==> src/rtl/gemm_drain_pkg.sv <==
// Shared state encoding and row-major address helper for the GEMM C-tile drain.
// Latency: none (types and a pure function). Backpressure: none.
package gemm_drain_pkg;

   localparam int CalcWidth = 32;

   typedef enum logic [1:0] {
      IDLE,
      WAIT_TILE,
      DRAIN,
      DONE
   } drain_state_e;

   // Address of element (r,c) of tile (tm,tn); m/n are the tile dimensions.
   function automatic logic [CalcWidth-1:0] elem_addr(
      input logic [CalcWidth-1:0] tm,
      input logic [CalcWidth-1:0] tn,
      input logic [CalcWidth-1:0] r,
      input logic [CalcWidth-1:0] c,
      input logic [CalcWidth-1:0] n_size,
      input logic [CalcWidth-1:0] m = 32'd4,
      input logic [CalcWidth-1:0] n = 32'd4
   );
      return (tm * m + r) * n_size + tn * n + c;
   endfunction

endpackage

==> src/rtl/gemm_c_tile_drain_buf.sv <==
// M x N element register buffer: whole-tile load, combinational (r,c) read.
// Latency: load visible the cycle after load_i. Backpressure: none, caller owns load timing.
module gemm_tile_buf #(
   parameter int DataWidth = 32,
   parameter int M         = 4,
   parameter int N         = 4,
   parameter int RowWidth  = 2,
   parameter int ColWidth  = 2
) (
   input  logic                       clk_i,
   input  logic                       rst_ni,
   input  logic                       load_i,
   input  logic [DataWidth*M*N-1:0]   data_i,
   input  logic [RowWidth-1:0]        r_i,
   input  logic [ColWidth-1:0]        c_i,
   output logic [DataWidth-1:0]       rdata_o
);

   localparam int IdxWidth = (M * N > 1) ? $clog2(M * N) : 1;

   logic [M*N-1:0][DataWidth-1:0] data_q;
   logic [IdxWidth-1:0]           idx;

   always_ff @(posedge clk_i or negedge rst_ni) begin
      if (!rst_ni) begin
         data_q <= '0;
      end else if (load_i) begin
         data_q <= data_i;
      end
   end

   assign idx     = IdxWidth'(int'(r_i) * N + int'(c_i));
   assign rdata_o = data_q[idx];

endmodule

==> src/rtl/gemm_c_tile_drain.sv <==
// Serialises packed M x N int32 tiles into row-major single-element writes; first write the cycle after accept.
// Stalls while out_ready_i=0; tile_ready_o only in WAIT_TILE (GEMM_C_DRAIN_SKID_EN: also in DRAIN while the spare buffer is free).
module gemm_c_tile_drain
   import gemm_drain_pkg::*;
#(
   parameter int OutDataWidth  = 32,
   parameter int M             = 4,
   parameter int N             = 4,
   parameter int SizeAddrWidth = 8,
   parameter int OutAddrWidth  = 12
) (
   input  logic                           clk_i,
   input  logic                           rst_ni,
   input  logic                           start_i,
   input  logic [SizeAddrWidth-1:0]       M_size_i,
   input  logic [SizeAddrWidth-1:0]       N_size_i,
   input  logic                           tile_valid_i,
   output logic                           tile_ready_o,
   input  logic [OutDataWidth*M*N-1:0]    tile_data_i,
   input  logic                           out_ready_i,
   output logic                           out_we_o,
   output logic [OutAddrWidth-1:0]        out_addr_o,
   output logic [OutDataWidth-1:0]        out_wdata_o,
   output logic                           done_o
);

   localparam int RowWidth = (M > 1) ? $clog2(M) : 1;
   localparam int ColWidth = (N > 1) ? $clog2(N) : 1;

   drain_state_e state_q, state_d;

   logic [SizeAddrWidth-1:0] tiles_m_q, tiles_n_q, n_size_q, tm_q, tn_q;
   logic [SizeAddrWidth-1:0] tiles_m_d, tiles_n_d;
   logic [RowWidth-1:0]      r_q;
   logic [ColWidth-1:0]      c_q;

   logic accept, elem_done, tile_end, last_tile, swap, rdy_drain, load_a;
   logic [OutDataWidth-1:0] rdata_a;

   assign tiles_m_d = SizeAddrWidth'(M_size_i / SizeAddrWidth'(M));
   assign tiles_n_d = SizeAddrWidth'(N_size_i / SizeAddrWidth'(N));

   assign accept    = tile_valid_i & tile_ready_o;
   assign elem_done = (state_q == DRAIN) & out_ready_i;
   assign tile_end  = elem_done & (r_q == RowWidth'(M - 1)) & (c_q == ColWidth'(N - 1));
   assign last_tile = (tm_q == tiles_m_q - SizeAddrWidth'(1)) &
                      (tn_q == tiles_n_q - SizeAddrWidth'(1));

   gemm_tile_buf #(
      .DataWidth (OutDataWidth),
      .M         (M),
      .N         (N),
      .RowWidth  (RowWidth),
      .ColWidth  (ColWidth)
   ) u_buf_a (
      .clk_i   (clk_i),
      .rst_ni  (rst_ni),
      .load_i  (load_a),
      .data_i  (tile_data_i),
      .r_i     (r_q),
      .c_i     (c_q),
      .rdata_o (rdata_a)
   );

`ifdef GEMM_C_DRAIN_SKID_EN
   // Ping-pong pair: act_q selects the draining buffer, pend_q marks a tile waiting in the other one.
   logic act_q, pend_q, load_b;
   logic [OutDataWidth-1:0] rdata_b;

   assign swap      = tile_end & ~last_tile & (pend_q | accept);
   assign rdy_drain = ~pend_q & ~last_tile;
   assign load_a    = accept & ((state_q == WAIT_TILE) ? ~act_q : act_q);
   assign load_b    = accept & ((state_q == WAIT_TILE) ? act_q : ~act_q);
   assign out_wdata_o = act_q ? rdata_b : rdata_a;

   always_ff @(posedge clk_i or negedge rst_ni) begin
      if (!rst_ni) begin
         act_q  <= 1'b0;
         pend_q <= 1'b0;
      end else if (swap) begin
         act_q  <= ~act_q;
         pend_q <= 1'b0;
      end else if (accept && state_q == DRAIN) begin
         pend_q <= 1'b1;
      end
   end

   gemm_tile_buf #(
      .DataWidth (OutDataWidth),
      .M         (M),
      .N         (N),
      .RowWidth  (RowWidth),
      .ColWidth  (ColWidth)
   ) u_buf_b (
      .clk_i   (clk_i),
      .rst_ni  (rst_ni),
      .load_i  (load_b),
      .data_i  (tile_data_i),
      .r_i     (r_q),
      .c_i     (c_q),
      .rdata_o (rdata_b)
   );
`else
   assign swap        = 1'b0;
   assign rdy_drain   = 1'b0;
   assign load_a      = accept;
   assign out_wdata_o = rdata_a;
`endif

   // Address is a pure function of registered counters, so no input reaches out_addr_o.
   assign out_addr_o = OutAddrWidth'(elem_addr(CalcWidth'(tm_q), CalcWidth'(tn_q),
                                               CalcWidth'(r_q), CalcWidth'(c_q),
                                               CalcWidth'(n_size_q),
                                               CalcWidth'(M), CalcWidth'(N)));

   always_ff @(posedge clk_i or negedge rst_ni) begin
      if (!rst_ni) begin
         state_q <= IDLE;
      end else begin
         state_q <= state_d;
      end
   end

   always_comb begin
      state_d = state_q;
      unique case (state_q)
         IDLE: begin
            if (start_i) begin
               state_d = (tiles_m_d == '0 || tiles_n_d == '0) ? DONE : WAIT_TILE;
            end
         end
         WAIT_TILE: begin
            if (tile_valid_i) state_d = DRAIN;
         end
         DRAIN: begin
            if (tile_end) state_d = last_tile ? DONE : (swap ? DRAIN : WAIT_TILE);
         end
         DONE:    state_d = IDLE;
         default: state_d = IDLE;
      endcase
   end

   always_comb begin
      tile_ready_o = 1'b0;
      out_we_o     = 1'b0;
      done_o       = 1'b0;
      unique case (state_q)
         WAIT_TILE: tile_ready_o = 1'b1;
         DRAIN: begin
            out_we_o     = out_ready_i;
            tile_ready_o = rdy_drain;
         end
         DONE:    done_o = 1'b1;
         default: ;
      endcase
   end

   always_ff @(posedge clk_i or negedge rst_ni) begin
      if (!rst_ni) begin
         tiles_m_q <= '0;
         tiles_n_q <= '0;
         n_size_q  <= '0;
         tm_q      <= '0;
         tn_q      <= '0;
         r_q       <= '0;
         c_q       <= '0;
      end else begin
         if (state_q == IDLE && start_i) begin
            tiles_m_q <= tiles_m_d;
            tiles_n_q <= tiles_n_d;
            n_size_q  <= N_size_i;
            tm_q      <= '0;
            tn_q      <= '0;
         end
         if (state_q == WAIT_TILE && tile_valid_i) begin
            r_q <= '0;
            c_q <= '0;
         end
         if (elem_done) begin
            if (c_q == ColWidth'(N - 1)) begin
               c_q <= '0;
               if (r_q == RowWidth'(M - 1)) begin
                  r_q <= '0;
                  if (tn_q == tiles_n_q - SizeAddrWidth'(1)) begin
                     tn_q <= '0;
                     tm_q <= tm_q + SizeAddrWidth'(1);
                  end else begin
                     tn_q <= tn_q + SizeAddrWidth'(1);
                  end
               end else begin
                  r_q <= r_q + RowWidth'(1);
               end
            end else begin
               c_q <= c_q + ColWidth'(1);
            end
         end
      end
   end

endmodule

==> config.mk <==
export PLATFORM = sky130hd
export DESIGN_NAME = gemm_c_tile_drain
export DESIGN_NICKNAME = d
export VERILOG_FILES = /design/src/rtl/gemm_drain_pkg.sv /design/src/rtl/gemm_c_tile_drain_buf.sv /design/src/rtl/gemm_c_tile_drain.sv
export SDC_FILE = /design/constraint.sdc
export NUM_CORES = 1
export LEC_CHECK = 0
export ABC_AREA = 0
export BUFFER_PORTS_ARGS = -buffer_cell sky130_fd_sc_hd__buf_4
export CORE_MARGIN = 2
export CORE_UTILIZATION = 35
export DETAILED_ROUTE_END_ITERATION = 10
export GPL_TIMING_DRIVEN = 0
export PLACE_DENSITY = 0.65
export SLEW_MARGIN = 30
export SYNTH_ARGS = -nofsm -noshare
export SYNTH_HDL_FRONTEND = slang
export SYNTH_SLANG_ARGS = --single-unit
export TNS_END_PERCENT = 50
==> constraint.sdc <==
create_clock -name clk_i -period 6.4 [get_ports clk_i]
set_clock_uncertainty 0.15 [all_clocks]
set_input_delay 0.64 -clock clk_i [delete_from_list [all_inputs] [get_ports clk_i]]
set_output_delay 0.64 -clock clk_i [all_outputs]
set_load 0.02 [all_outputs]
==> metrics.csv <==
metric;value;unit
Synth Flop Type;dfrtp_1;
initial core utilization;35.4;%
Vias;18200;
Synth Register Bits;548;
Hold Vio Cnt, Final;0;
Final WS setup;395;ps
DRC viols;0;
Crit path buffers/inverters;6;
antenna violations before repair;28;
root buffer cell;clkbuf_16;
synthesized area per cell;15.2;µm²
Async S/R FF share, synth;100;%
post-synth cell types;56;
global-route usage over all layers;24.1;%
TritonRoute pass-1 iters;5;
syn_nets;2368;
clock sinks;548;
IO buf count;577;
max-capacitance violation count;0;
Crit Path Max Fanout;10;
maximum clock insertion buffer count;3;
hold path depth;2;
grt total ovfl;0;
Mapped Area;0.0269;mm²
nets@finish;3015;
Peak Freq;0.167;GHz
worst-path cell chain;clkbuf_1, clkbuf_2, nand2_1, fa_1, fa_1, inv_1, fa_1, inv_1, fa_1, inv_1, ha_1, and2_1, o21ai_0, a31oi_1, xnor2_1, buf_4;
crit path max-delay cell type;fa_1;
RSZ-0062 raised after global routing;false;
Hold Crit Class;primary input to flip-flop;
later-pin clock latency in the skew report;640;ps
Rel. slew slack;29.2;%
fillers;6752;
Detailed Route Iter0 Violations;1041;
vias in the first global route;20100;
Detail Placement HPWL;74.1;mm
Worst Reg2Reg Path Length in Cells;7;
number of synthesized flops with an enable pin;0;
Core ar.;0.0759;mm²
vias per std cell;5.20;
H-tree depth;2;
worst slew pin tran;1060;ps
Final setup violation count;0;
total die area;0.0790;mm²
Worst setup EP type;output port;
FP Rows;101;
Die Y;281;µm
status;complete, no violations;
delay-heaviest family, CP;adder cells;
Mapped Cells;1763;
proportion of layout cells with a drive suffix above 1;53.6;%
PwrDens;474;mW/mm²
Area Overhead vs Synth;29.5;%
most frequent CP cell;fa_1;
fin. max-slew vios;0;
dpl cells;3377;
RePlAce Congestion;0.909;
wire per inst;27.3;µm
most frequent cells in the layout;buf_4, dfrtp_1, mux2_2;
first-pass GRT wire length;136;mm
crit-path max cell delay;490;ps
fin crit share;93.8;%
largest net degree at the start of global routing;89;
Worst IR Drop VDD;0.000277;V
Setup WS pre-CTS;556;ps
Non-Filler Instances;3506;
post-route antenna net violation count;0;
Critical Path RT;5610;ps
min Tclk post-route;6000;ps
area occupied by multi-input gates;0.0123;mm²
I/O pins;580;
Die Wd;281;µm
Worst Setup Start Kind;flip-flop;
Reg clk slew, reported paths;60;ps
Reg area;0.0137;mm²
Crit Path Class;flip-flop to output port;
commonest non-fill, non-tap cell in the layout;buf_4;
critical path arrival;5210;ps
Leakage;15.6;nW
clock buffer count from CTS;61;
Post-Route WL;95.7;mm
Synth Warn #;0;
Seq/Total Area, Yosys;51.0;%
CTS tree;done;
total stage count of the critical path;16;
[cells in the mapped netlist, drive strengths merged (2+ instances only)]
library cell	number	area [µm²]
and2	27	169
nand2b	2	12.5
nand3	10	50.1
nand4	3	18.8
a22o	2	17.5
nor3	12	70.1
o2111ai	2	17.5
nor2b	2	12.5
xnor2	24	218
fa	45	901
ha	27	338
o211ai	4	30.0
a21o	2	15.0
mux4	160	3600
and3	7	43.8
nor4	2	12.5
o31ai	3	22.5
mux2	512	5770
nor2	12	45.0
a21oi	6	30.0
o21ai	14	73.8
dfrtp	548	13700
mux2i	10	100
or2	2	12.5
clkbuf	37	139
nand2	108	405
buf	82	480
inv	66	248
nor3b	2	15.0
or3	3	18.8
xor2	10	87.6
[kinds of logic (layout without fill, tap and decap cells)]
group | after synthesis | count (layout) | share of synthesized area (%)
buffers and inverters | 185 | 879 | 3.23
adder cells (fa/ha/maj) | 72 | 72 | 4.61
other | 0 | 19 | 0
flip-flops | 548 | 548 | 51.0
AO/OA/AOI/OAI | 41 | 41 | 1.00
multiplexers | 682 | 682 | 35.2
XOR/XNOR | 36 | 36 | 1.31
AND/OR/NAND/NOR | 199 | 199 | 3.59
[registers in the layout (all words and copies together), names as in the netlist]
name            flops
c_q                 2
tn_q                8
state_q             2
tm_q                8
r_q                 2
u_buf_a.data_q    512
tiles_m_q           6
n_size_q            8
[worst register-to-register path, delay by kind of cell, from the launching register on]
family,cells,cell delay [ps]
buf+inv,4,1260
flops,1,360
mux,1,380
simple gates,2,510
[final cells by class]
class	count	share of cell area, %
Sequential cell	548	39.4
Tap cell	1030	3.70
Multi-Input combinational cell	1030	35.3
Buffer	118	1.81
Clock buffer	90	5.22
Timing Repair Buffer	585	13.0
Inverter	66	0.712
Antenna cell	19	0.137
Clock inverter	20	0.651
[per-stage QoR]
stage	power (W)	area, µm²	hold WS [ps]	utilization [%]	TNS [ps]
final	0.0165	34800	45.7	45.8	0
after detailed placement	0.0130	32700	326	43.1	0
after CTS	0.0167	34800	3.86	45.8	0
after global routing	0.0174	34800	14.2	45.8	0
after floorplan	0.0104	26900	194	-	0
after global placement	0.0127	32500	319	42.8	-637450
[path summary, 6_finish.rpt]
check,startpoint,to,slack [ps]
max,r_q[0],out_addr_o[11],400
min,tile_data_i[485],u_buf_a.data_q[485],50
max reg2reg,state_q[0],u_buf_a.data_q[501],3590
min reg2reg,u_buf_a.data_q[366],u_buf_a.data_q[366],330
max in group asynchronous,rst_ni,u_buf_a.data_q[92],3740
min in group asynchronous,rst_ni,u_buf_a.data_q[464],420
[layer usage]
metal / GRT usage [%] / wire (µm)
met1: 29.5 / 37000
met2: 41.0 / 48200
met3: 6.95 / 7450
met4: 7.71 / 2900
met5: 0 / 118
[report_power, final]
part | leakage [nW] | internal [W] | switching [W]
Sequential | 6.62 | 0.00517 | 0.000930
Clock | 1.02 | 0.00208 | 0.00147
Combinational | 7.98 | 0.00373 | 0.00311
[repair_timing]
| action | in CTS | in global routing |
|---|---|---|
| hold endpoints to repair | 70 | 0 |
| buffers inserted | 0 | 0 |
| endpoints found under the setup margin | 3 | 3 |
| gates resized for setup | 2 | 2 |
| hold buffers | 1 | 0 |
No activity file was read; power rests on OpenSTA's default activity.
